==> src/rtl/cpu_pkg.sv <==
// rtl/cpu_pkg.sv - shared CPU constants, branch codes and MEM-stage FSM encoding
package cpu_pkg;

  localparam int DATA_W      = 32;
  localparam int PC_W        = 22;
  localparam int SPR_ADDR_W  = 16;
  localparam int DMEM_DEPTH  = 32;
  localparam int DMEM_ADDR_W = 5;

  localparam logic [2:0] BR_NONE   = 3'b000;
  localparam logic [2:0] BR_EQ     = 3'b001;
  localparam logic [2:0] BR_NE     = 3'b010;
  localparam logic [2:0] BR_GT     = 3'b011;
  localparam logic [2:0] BR_LT     = 3'b100;
  localparam logic [2:0] BR_GE     = 3'b101;
  localparam logic [2:0] BR_OV     = 3'b110;
  localparam logic [2:0] BR_ALWAYS = 3'b111;

  typedef enum logic [1:0] {
    SPR_IDLE = 2'd0,
    SPR_REQ  = 2'd1,
    SPR_DONE = 2'd2
  } spr_state_t;

  function automatic logic branch_cond_true(input logic [2:0] cond,
                                            input logic       v,
                                            input logic       n,
                                            input logic       z);
    logic t;
    t = 1'b0;
    case (cond)
      BR_NONE:   t = 1'b0;
      BR_EQ:     t = z;
      BR_NE:     t = ~z;
      BR_GT:     t = ~z & ~n;
      BR_LT:     t = n;
      BR_GE:     t = ~n;
      BR_OV:     t = v;
      BR_ALWAYS: t = 1'b1;
      default:   t = 1'b0;
    endcase
    return t;
  endfunction

endpackage

==> src/rtl/mem_data_ram.sv <==
// rtl/mem_data_ram.sv - local data memory, asynchronous read, synchronous write
module mem_data_ram #(
  parameter int DATA_W = 32,
  parameter int DEPTH  = 32,
  parameter int ADDR_W = 5
) (
  input  logic              clk,
  input  logic              we,
  input  logic [ADDR_W-1:0] addr,
  input  logic [DATA_W-1:0] wdata,
  output logic [DATA_W-1:0] rdata
);

  logic [DATA_W-1:0] mem [DEPTH];

  // Read sees the pre-edge contents, so a same-cycle write returns the old word.
  assign rdata = mem[addr];

  always_ff @(posedge clk) begin
    if (we) begin
      mem[addr] <= wdata;
    end
  end

endmodule

==> src/rtl/mem_stage.sv <==
// rtl/mem_stage.sv - MEM pipeline stage: data memory, sprite-memory sequencer, branch resolution
module mem_stage
  import cpu_pkg::*;
#(
  parameter int DATA_W     = cpu_pkg::DATA_W,
  parameter int PC_W       = cpu_pkg::PC_W,
  parameter int SPR_ADDR_W = cpu_pkg::SPR_ADDR_W
) (
  input  logic                  clk,
  input  logic                  rst_n,
  input  logic                  MEM_re,
  input  logic                  MEM_we,
  input  logic                  MEM_mem_ALU_select,
  input  logic                  MEM_use_sprite_mem,
  input  logic                  MEM_use_dst_reg,
  input  logic                  MEM_hlt,
  input  logic                  MEM_flag_ov,
  input  logic                  MEM_flag_neg,
  input  logic                  MEM_flag_zero,
  input  logic [2:0]            MEM_branch_cond,
  input  logic [4:0]            MEM_addr,
  input  logic [4:0]            MEM_dst_reg,
  input  logic [PC_W-1:0]       MEM_PC,
  input  logic [PC_W-1:0]       MEM_PC_out,
  input  logic [DATA_W-1:0]     MEM_data,
  input  logic [DATA_W-1:0]     MEM_sprite_data,
  input  logic [DATA_W-1:0]     MEM_ALU_result,
  output logic                  spr_req,
  output logic                  spr_we,
  output logic [SPR_ADDR_W-1:0] spr_addr,
  output logic [DATA_W-1:0]     spr_wdata,
  input  logic                  spr_ack,
  input  logic [DATA_W-1:0]     spr_rdata,
  output logic                  mem_stall,
  output logic                  branch_taken,
  output logic [PC_W-1:0]       branch_target,
  output logic                  WB_use_dst_reg,
  output logic [4:0]            WB_dst_reg,
  output logic [DATA_W-1:0]     WB_data,
  output logic [PC_W-1:0]       WB_PC,
  output logic                  WB_hlt
);

  spr_state_t        state;
  logic              spr_acc;
  logic              cond_true;
  logic              dmem_we;
  logic [DATA_W-1:0] dmem_rdata;
  logic [DATA_W-1:0] spr_rdata_q;
  logic [DATA_W-1:0] wb_data_nxt;

  assign spr_acc   = MEM_use_sprite_mem & (MEM_re | MEM_we);
  // The instruction is released in DONE, when the captured sprite data is ready.
  assign mem_stall = spr_acc & (state != SPR_DONE);

  assign cond_true     = branch_cond_true(MEM_branch_cond, MEM_flag_ov, MEM_flag_neg, MEM_flag_zero);
  assign branch_taken  = cond_true & ~mem_stall & ~WB_hlt;
  assign branch_target = MEM_PC_out;

  assign dmem_we = MEM_we & ~MEM_use_sprite_mem & ~mem_stall & ~WB_hlt;

  mem_data_ram #(
    .DATA_W(DATA_W),
    .DEPTH (DMEM_DEPTH),
    .ADDR_W(DMEM_ADDR_W)
  ) u_dmem (
    .clk  (clk),
    .we   (dmem_we),
    .addr (MEM_addr),
    .wdata(MEM_data),
    .rdata(dmem_rdata)
  );

  always_comb begin
    wb_data_nxt = MEM_ALU_result;
    if (MEM_use_sprite_mem & MEM_re) begin
      wb_data_nxt = spr_rdata_q;
    end else if (MEM_mem_ALU_select & MEM_re) begin
      wb_data_nxt = dmem_rdata;
    end
  end

  // Address and write data are captured on entry to REQ and held for the whole access.
  always_ff @(posedge clk or negedge rst_n) begin
    if (!rst_n) begin
      state       <= SPR_IDLE;
      spr_req     <= 1'b0;
      spr_we      <= 1'b0;
      spr_addr    <= '0;
      spr_wdata   <= '0;
      spr_rdata_q <= '0;
    end else if (!WB_hlt) begin
      case (state)
        SPR_IDLE: begin
          if (spr_acc) begin
            state     <= SPR_REQ;
            spr_req   <= 1'b1;
            spr_we    <= MEM_we;
            spr_addr  <= MEM_ALU_result[SPR_ADDR_W-1:0];
            spr_wdata <= MEM_sprite_data;
          end
        end
        SPR_REQ: begin
          if (spr_ack) begin
            state       <= SPR_DONE;
            spr_req     <= 1'b0;
            spr_we      <= 1'b0;
            spr_rdata_q <= spr_rdata;
          end
        end
        SPR_DONE: state <= SPR_IDLE;
        default:  state <= SPR_IDLE;
      endcase
    end
  end

  always_ff @(posedge clk or negedge rst_n) begin
    if (!rst_n) begin
      WB_use_dst_reg <= 1'b0;
      WB_dst_reg     <= '0;
      WB_data        <= '0;
      WB_PC          <= '0;
      WB_hlt         <= 1'b0;
    end else if (!WB_hlt) begin
      if (mem_stall) begin
        WB_use_dst_reg <= 1'b0;
        WB_hlt         <= 1'b0;
      end else begin
        WB_use_dst_reg <= MEM_use_dst_reg;
        WB_dst_reg     <= MEM_dst_reg;
        WB_data        <= wb_data_nxt;
        WB_PC          <= MEM_PC;
        WB_hlt         <= MEM_hlt;
      end
    end
  end

endmodule
==> config.mk <==
export PLATFORM = sky130hd
export DESIGN_NAME = mem_stage
export DESIGN_NICKNAME = d
export VERILOG_FILES = /design/src/rtl/cpu_pkg.sv /design/src/rtl/mem_data_ram.sv /design/src/rtl/mem_stage.sv
export SDC_FILE = /design/constraint.sdc
export NUM_CORES = 1
export LEC_CHECK = 0
export CAP_MARGIN = 20
export CORE_MARGIN = 4
export CORE_UTILIZATION = 47
export CTS_CLUSTER_DIAMETER = 30
export DETAILED_ROUTE_END_ITERATION = 10
export DONT_BUFFER_PORTS = 1
export PLACE_DENSITY = 0.64
export SYNTH_ARGS = -nofsm -noshare
export SYNTH_HDL_FRONTEND = slang
export SYNTH_SLANG_ARGS = --single-unit
==> constraint.sdc <==
create_clock -name clk -period 4.4 [get_ports clk]
set_clock_uncertainty 0.15 [all_clocks]
set_input_delay 1.1 -clock clk [delete_from_list [all_inputs] [get_ports clk]]
set_output_delay 1.1 -clock clk [all_outputs]
set_load 0.01 [all_outputs]
==> impl_results.md, run 1 <==
- Outcome: finished, violations left
- Failing checks: max-slew violations
- Top FF cell, synth: edfxtp_1
- Layout area overhead: 18.2%
- CP arrival: ~4800 ps
- Die Wd: 318 um
- Residual DRC: 0
- Final WS setup: 45.4 ps
- Gr usage total: between 20% and 30%
- RD Place Congestion: approximately 0.85
- Gate Count Post-Synth: ~2600
- Simple-Gate Fraction of Synth Area: 3.36%
- Largest cells by area after synthesis: edfxtp_1 68%, mux2i_1 11%, dfrtp_1 8.0%
- Core box area: 0.0953 sq mm
- Gr ovfl total: 0
- Synth cell count leaders: 1024 x edfxtp_1, 512 x mux2i_1, 288 x o22ai_1, 145 x dfrtp_1, 105 x buf_2
- Post-synth ARST share: ~12%
- Synthesized cell area: roughly 0.045 sq mm
- Initial antenna violation count: 16
- Worst Hold Class: input pin to asynchronous set/reset pin
- Most flop-heavy register: u_dmem.mem
- Largest net degree at the start of global routing: around 520
- Mux share of post-synthesis cell area: 13.3%
- Capturing point of the worst reg2reg path: u_dmem.mem[23][26]
- Met3 Resource Use GR: 8.17%
- RSZ-0062 raised after global routing: no
- Max-Cap Viols: 0
- Startpoint types: input pin
- Top Usage Layer GRT: met2
- Final hold slack: 138 ps
- Fin. max-slew vios: 390
- Final hold viol count: 0
- Initial DRC count: ~3200
- Register-to-Register Setup Slack: roughly 1200 ps
- Initial core utilization: about 47%
- Max Fclk: between 200 and 250 MHz
- Placement Setup Slack: 699 ps
- Detailed Place HPWL: 77.0 mm
- Clock Pin Slew Worst Setup and Hold Paths: ~50 ps
- DIE AREA: about 0.10 sq mm
- Critical R2R Launch: WB_hlt
- Setup TNS: 0 ps
- Clk Latency, worst-skew pair: approximately 740 ps
- DRT Pass-1 Iters: 6
- CTS root buffer: clkbuf_16
- First-pass GRT wire length: ~180 mm
- Yosys warnings: 0
- Syn nets: 2807
- GR Layer Usage met1: 33.9%
- FF+latch count, synth: 1169
- Post-layout minimum cycle time: between 4000 and 5000 ps
- Max FFs per register: 1024
- Worst VDD drop: roughly 0.39 mV
- Num rows: 113
- Via count: 25800
- Post-route ant nets: 0
- Post-Route Utilization: a little under three fifths
- Post-synthesis xor/xnor area fraction: 0%
- # placed instances: 3781
- Die H: approximately 320 um
- Post_cts resized: 0
- CTS tree: done
- Most common cell in the netlist: edfxtp_1
- Via density: ~6.3
- Post-synth top area share: 67.9%
- Htree depth: 4
- Post-synth EDFFs: roughly 1000
- Adder-cell share of the synthesized area: 0%
- Detailed-route wire length: about 130 mm
- Vias in the first global route: 25400
- Post-DR wirelength/cell: roughly 32 um
- Post-CTS Setup Inserts: 0
- Fraction of the yosys area taken by sequential cells: between 70% and 80%
- CTS max path bufs: 3
- Yosys top cell by area: edfxtp_1
- CTS buffer count: 186
- Max transition margin: -114%
- Buffers on Ports: 0
- Worst Reg-to-Reg Cells: 5
- IO Pins: approximately 330
- Data required, critical path: approximately 4900 ps
- Share of layout cells above drive strength 1: between 15 and 20%
- Post-synthesis compound-gate area fraction: approximately 5.2%
- Nature of the critical path endpoint: register
- Post-route insts no fill: just over 4000
- Nets: slightly below 3000
- Met2 usage in global routing: between 30 and 40%
- Fin crit share: 99.0%
- Main combinational cell family by area after synthesis: multiplexers
- PwrDens: ~520 mW/mm^2
- Post-Syn Area per Cell: approximately 17 sq um
- CP Launch Point: MEM_addr[1]
- Clk sinks: approximately 1200
- Netlist cell types: 39
- Critical path peak fanout: 516
- Final setup violation count: 0
- Leak Pwr: 19.5 nW
- Crit Path Class: input pin to register
- Worst slew pin tran: roughly 3200 ps
[cells in the final DEF, fill, tap and decap left out, drive strengths merged]
master / n
or4b: 4
inv: 24
edfxtp: 1024
a211oi: 1
and2: 1
or4: 65
and3: 2
clkbuf: 215
or3b: 2
clkinvlp: 16
nand3: 1
mux2i: 512
o21ai: 40
nor3: 4
nor4b: 1
or3: 1
o21a: 1
nand3b: 2
dfrtp: 145
buf: 92
a21o: 2
clkinv: 69
nor4bb: 1
nor2: 98
nand4: 1
mux2: 80
nand2b: 5
diode: 3
bufinv: 20
nand4b: 4
a221oi: 32
nand4bb: 6
a32oi: 1
a21oi: 4
nand2: 95
o22ai: 288
o311a: 1
[stage by stage]
stage / total power, mW / cell area, sq um
6_report: 27.8 / 53500
5_1_grt: 28.6 / 53500
3_5_place_dp: 13.6 / 47200
2_1_floorplan: 13.4 / 45300
3_3_place_gp: 13.5 / 47200
4_1_cts: 27.9 / 53500
[power breakdown]
part	internal, mW	switching, mW
sequential	12.3	0.307
clock	9.27	5.14
combinational	0.423	0.403
[logic make-up (layout without fill, tap and decap cells)]
| family | after synthesis | count (layout) |
|---|---|---|
| AOI/OAI and AO/OA | 370 | 370 |
| and+or+nand+nor | 293 | 293 |
| buffers and inverters | 186 | 436 |
| muxes | 592 | 592 |
| DFF | 1169 | 1169 |
| other | 0 | 3 |
[worst max-delay path by stage]
| stage | slack (ps) | cells past startpoint | endpoint |
|---|---|---|---|
| after floorplan | 400 | 7 | u_dmem.mem[28][0] |
| after global placement | 700 | 5 | WB_data[15] |
| after detailed placement | 700 | 5 | WB_data[15] |
| after CTS | 1210 | 2 | branch_taken |
| after global routing | 1190 | 3 | branch_taken |
| final | 50 | 5 | WB_data[19] |
[what timing repair did]
item	CTS	global route
hold buffers	1	0
hold endpoints to repair	145	0
endpoints found under the setup margin	0	0
[layout make-up]
type | count | area (sq um)
diodes | 3 | 7.51
flip-flops and latches | 1169 | 34400
well taps | 1265 | 1580
repair buffers | 92 | 1020
clock inverters | 127 | 1330
clock buffers | 215 | 4950
inverters | 2 | 7.51
fillers | 7118 | 41800
multi-input cells | 1255 | 10200
[routing by layer]
metal  up-vias  routed length, um  share of wire [%]
met5         -                 27              0.021
met4         4               3650                2.8
met3       251              16200                 12
met2      1683              60400                 46
met1     13200              50400                 39
li1      10700                  -                  -
[critical path, cell delays in order]
cell and delay (ps):
mux2i_1 930, o22ai_1 220, or4_1 510, nor2_1 430
o22ai_1 160
No activity file was read; power rests on OpenSTA's default activity.
==> inputs of run 2 (changes only) <==
--- a/config.mk
+++ b/config.mk
@@ -6,12 +6,14 @@
 export NUM_CORES = 1
 export LEC_CHECK = 0
 export CAP_MARGIN = 20
+export CORE_ASPECT_RATIO = 2
 export CORE_MARGIN = 4
 export CORE_UTILIZATION = 47
 export CTS_CLUSTER_DIAMETER = 30
 export DETAILED_ROUTE_END_ITERATION = 10
 export DONT_BUFFER_PORTS = 1
 export PLACE_DENSITY = 0.64
+export SLEW_MARGIN = 20
 export SYNTH_ARGS = -nofsm -noshare
 export SYNTH_HDL_FRONTEND = slang
 export SYNTH_SLANG_ARGS = --single-unit
==> impl_results.md, run 2 (same netlist as run 1, synthesis figures left out) <==
- Leak Pwr: 18.4 nW (-5.6%)
- Worst Hold Class: input pin to asynchronous set/reset pin
- Max transition margin: 24.4% (+140 points)
- Most flop-heavy register: u_dmem.mem
- Max-Cap Viols: 0 (unchanged)
- Initial DRC count: 2404 (-26%)
- Clk Latency, worst-skew pair: 700 ps (-40 ps)
- Gr usage total: 24.9% (-0.20 points)
- Largest net degree at the start of global routing: 517 (unchanged)
- Nets: 2841 (-2.1%)
- Final hold slack: 201 ps (+62.7 ps)
- RSZ-0062 raised after global routing: no
- PwrDens: 456 mW/mm^2 (-12%)
- Startpoint types: input pin
- Initial antenna violation count: 9 (-7)
- Final WS setup: 1270 ps (+1230 ps)
- Post-layout minimum cycle time: 3130 ps (-1230 ps)
- Worst slew pin tran: 1130 ps (-2080 ps)
- Setup TNS: 0 ps (unchanged)
- Commonest non-fill, non-tap cell in the layout: edfxtp_1
- Post-route insts no fill: 3970 (-3.8%)
- CTS max path bufs: 3 (unchanged)
- Max FFs per register: 1024 (unchanged)
- Post-Route Utilization: 53.6% (-2.5 points)
- Sequential cell area: 0.0344 sq mm (unchanged)
- Post_cts resized: 0 (unchanged)
- Num rows: 160 (+42%)
- IO Pins: 332 (unchanged)
- Layout area overhead: 12.9%
- Fin crit share: 71.0% (-28 points)
- DIE AREA: 0.102 sq mm (+0.30%)
- Gr ovfl total: 0 (unchanged)
- Final setup violation count: 0 (unchanged)
- Multi-input gate area: 0.0103 sq mm (+0.69%)
- First-pass GRT wire length: 181 mm (-2.3%)
- Placement Setup Slack: 844 ps (+146 ps)
- CTS tree: done
- Cts hold-fix bufs: 1 (unchanged)
- CP arrival: 1880 ps (-2930 ps)
- CTS buffer count: 112 (-40%)
- Clk sinks: 1169 (unchanged)
- Die Wd: 227 um (-29%)
- Via density: 6.31 (+0.87%)
- Vias in the first global route: 25000 (-1.5%)
- Outcome: completed
- Detailed-route wire length: 130 mm (-0.21%)
- Critical path peak fanout: 6 (-99%)
- Fin. max-slew vios: 0 (-100%)
- Nature of the critical path endpoint: output pin
- Final hold viol count: 0 (unchanged)
- CTS root buffer: clkbuf_16
- Clock Pin Slew Worst Setup and Hold Paths: 60 ps (about the same)
- Core box area: 0.0953 sq mm (about the same)
- DP Area: 0.0472 sq mm (about the same)
- Die H: 447 um (+40%)
- Initial core utilization: 47.5% (about the same)
- Worst VDD drop: 0.299 mV (-23%)
- Detailed Place HPWL: 79.9 mm (+3.8%)
- # fillers: 7418 (+4.2%)
- Post-Layout Inst Area: 0.0511 sq mm (-4.5%)
- Residual DRC: 0 (unchanged)
- Data required, critical path: 3150 ps (-1700 ps)
- Post-CTS Setup Inserts: 0 (unchanged)
- Power Total: 23.3 mW (-16%)
- Htree depth: 3 (-1)
- Crit Path Class: input pin to output pin
- RD Place Congestion: 0.849 (+0.45%)
- DRT Pass-1 Iters: 6 (unchanged)
- Share of layout cells above drive strength 1: 16.1% (-2.4 points)
- Most frequent cells in the layout: 1024 x edfxtp_1, 512 x mux2i_1, 288 x o22ai_1
- Via count: 25000 (-3.0%)
- # placed instances: 3744 (-0.98%)
- Post-route ant nets: 0 (unchanged)
- Buffers on Ports: 0 (unchanged)
- Post-DR wirelength/cell: 32.8 um (+3.8%)
- Max Fclk: 320 MHz (+39%)
[run 2: changes by cell type in the layout (fill, tap and decap cells not counted), moves of 5 or more]
cell        delta
clkinv_2      -14
clkbuf_1      -15
clkinv_1      -15
nand4bb_4      +5
clkinvlp_4    -10
clkbuf_16     -77
bufinv_16     -12
inv_8         +12
nand4bb_2      -5
diode_2        +9
buf_4         +22
buf_12        -10
[run 2: worst paths after layout]
| path | slack [ps] | depth (start not counted) | to | from |
|---|---|---|---|---|
| min in group clk | 340 | 0 | u_dmem.mem[23][21] | MEM_data[21] |
| worst min register to register | 390 | 1 | spr_we | state[0] |
| max in group asynchronous | 3230 | 1 | WB_data[29] | rst_n |
| worst max-delay path | 1270 | 3 | branch_taken | MEM_re |
| worst min-delay path | 200 | 1 | WB_data[15] | rst_n |
| worst max register to register | 1380 | 5 | u_dmem.mem[9][24] | WB_hlt |
[run 2: per-layer routing]
| metal | track usage [%] | part of all wire [%] |
|---|---|---|
| met4 | 11.6 | 5.2 |
| met3 | 4.96 | 8.6 |
| met2 | 45.1 | 53 |
| met5 | 0 | 0 |
| met1 | 28.0 | 34 |
[run 2: critical path: stages]
cell	delay, ps
o21a_1	240
a21oi_4	250
o311a_1	280
[run 2: layout make-up]
class	instances	area share (%)
Tap cell	1215	2.98
Timing Repair Buffer	104	1.93
Multi-Input combinational cell	1255	20.2
Inverter	2	0.0147
Antenna cell	12	0.0588
Sequential cell	1169	67.3
Clock buffer	126	5.88
Clock inverter	87	1.71
[run 2: power by group]
part	leakage, nW	switching [mW]	internal [mW]	total, mW
registers	11.0	0.335	12.3	12.6
logic	5.43	0.385	0.384	0.769
clock network	1.91	4.41	5.54	9.95
total	18.4	5.13	18.2	23.3
==> inputs of run 3 (changes only) <==
==> constraint.sdc (replaced) <==
create_clock -name clk -period 3 [get_ports clk]
set_clock_uncertainty 0.15 [all_clocks]
set_input_delay 0.75 -clock clk [delete_from_list [all_inputs] [get_ports clk]]
set_output_delay 0.75 -clock clk [all_outputs]
set_load 0.01 [all_outputs]
==> impl_results.md, run 3 (same netlist as run 1, synthesis figures left out) <==
- Outcome: finished, violations left
- Failing checks: negative hold slack
- Multi-input gate area: 0.0103 sq mm (-0.32%)
- Fin. max-slew vios: 0 (unchanged)
- Gr usage total: 24.9% (-0.028 points)
- Post-Route Utilization: 54.9% (+1.3 points)
- RD Place Congestion: 0.817 (-3.8%)
- Worst VDD drop: 0.426 mV (+43%)
- Post-layout minimum cycle time: between 2000 and 3000 ps
- Critical path peak fanout: 5 (-1)
- Via count: 25200 (+0.43%)
- RSZ-0062 raised after global routing: no
- IO Pins: 332 (unchanged)
- Post-Layout Inst Area: 0.0523 sq mm (+2.4%)
- Top Family by Delay on Critical Path: compound AO/OA/AOI/OAI gates
- Die H: 447 um (unchanged)
- CP arrival: 1940 ps (+60 ps)
- Worst Path Buf+Inv: 0 (unchanged)
- Initial antenna violation count: 10 (+1)
- Max transition margin: 25.5% (+1.1 points)
- Num rows: 160 (unchanged)
- Share of layout cells above drive strength 1: 16.7% (+0.62 points)
- Via density: 6.22 (-1.4%)
- Htree depth: 3 (unchanged)
- Nature of the critical path endpoint: output pin
- Vias in the first global route: 25600 (+2.6%)
- Most frequent cells in the layout: 1024 x edfxtp_1, 512 x mux2i_1, 288 x o22ai_1
- Residual DRC: 0 (unchanged)
- First-pass GRT wire length: 182 mm (+0.58%)
- DIE AREA: 0.102 sq mm (unchanged)
- Max-Cap Viols: 0 (unchanged)
- Die Wd: 227 um (unchanged)
- Nets: 2925 (+3.0%)
- Startpoint types: register
- Final setup violation count: 0 (unchanged)
- Layout area overhead: 15.6%
- Max incr delay on CP: 410 ps (+130 ps)
- DRT Pass-1 Iters: 5 (-1)
- Cts hold-fix bufs: 67 (+66)
- Buffers on Ports: 0 (unchanged)
- Clk sinks: 1169 (unchanged)
- # fillers: 7258 (-2.2%)
- Sequential cell area: 0.0344 sq mm (unchanged)
- Max FFs per register: 1024 (unchanged)
- Leak Pwr: 18.9 nW (+2.8%)
- Post-DR wirelength/cell: 32.2 um (-2.0%)
- Fin crit share: 94.7%
- Commonest non-fill, non-tap cell in the layout: edfxtp_1
- CTS max path bufs: 3 (unchanged)
- Crit-path cells: nand2b_1, a21oi_4, o311a_1
- Post-CTS Setup Inserts: 0 (unchanged)
- Final hold slack: -403 ps (-603 ps)
- Gr ovfl total: 0 (unchanged)
- Worst slew pin tran: 1110 ps (-20.3 ps)
- Clock Pin Slew Worst Setup and Hold Paths: 60 ps (about the same)
- Detailed-route wire length: 130 mm (-0.23%)
- Slowest CP cell: dfrtp_1
- CTS tree: done
- # placed instances: 3761 (+0.45%)
- Post_cts resized: 0 (unchanged)
- Detailed Place HPWL: 77.6 mm (-2.9%)
- Final hold viol count: 145 (+145)
- Worst Reg-to-Reg Cells: 5 (unchanged)
- DP Area: 0.0477 sq mm (+1.2%)
- Crit Path Class: register to output pin
- PwrDens: 658 mW/mm^2 (+44%)
- Levels on crit path: 3 (unchanged)
- Worst Hold Class: input pin to asynchronous set/reset pin
- Most flop-heavy register: u_dmem.mem
- Max Fclk: around 350 MHz
- Post-route insts no fill: 4042 (+1.8%)
- Initial core utilization: 47.5% (unchanged)
- Largest net degree at the start of global routing: 517 (unchanged)
- Initial DRC count: 2413 (+0.37%)
- CTS buffer count: 113 (+0.89%)
- Clk Latency, worst-skew pair: 710 ps (about the same)
- Core box area: 0.0953 sq mm (unchanged)
- Data required, critical path: 2100 ps (-1050 ps)
- Power Total: 34.4 mW (+48%)
- CTS root buffer: clkbuf_16
- Post-route ant nets: 0 (unchanged)
run 3: worst reg2reg max path, stage by stage, from the launching register on:
cell	delay [ps]
dfrtp_1	560
nor4b_1	430
buf_4	210
nand2_2	260
nor3_4	340
buf_12	300
run 3: through the flow:
step                setup WS, ps  TNS, ps
floorplan                   -191   -87740
global placement             146        0
detailed placement           113        0
CTS                          104        0
global route                90.3        0
finish                       160        0
run 3: worst paths after layout:
path,startpoint,to,slack (ps)
hold / removal,rst_n,WB_data[24],-400
max in group asynchronous,rst_n,spr_addr[15],2780
setup / recovery,state[0],branch_taken,160
min in group clk,MEM_sprite_data[3],spr_wdata[3],40
setup reg to reg,WB_hlt,u_dmem.mem[26][0],420
hold reg to reg,spr_rdata_q[15],spr_rdata_q[15],390
run 3: routing by layer:
metal / track usage (%) / vias to the layer above / part of all wire [%]
li1: - / 10600 / -
met1: 28.0 / 13100 / 35
met2: 45.5 / 1173 / 53
met3: 4.76 / 286 / 7.4
met4: 11.0 / 12 / 4.5
met5: 0 / - / 0.053
run 3: area by class of cell:
cell class | count | share of cell area (%)
sequential | 1169 | 65.7
clock inverter | 89 | 1.86
multi-input combinational | 1255 | 19.6
tap | 1215 | 2.90
inverter | 2 | 0.0143
antenna | 6 | 0.0287
clock buffer | 119 | 5.49
timing repair buffer | 187 | 4.41
run 3: power by group:
group / internal (mW) / switching (mW) / leakage (nW)
Combinational: 0.650 / 0.747 / 6.00
Clock: 8.04 / 6.53 / 1.86
Sequential: 18.0 / 0.462 / 11.0
Total: 26.7 / 7.74 / 18.9
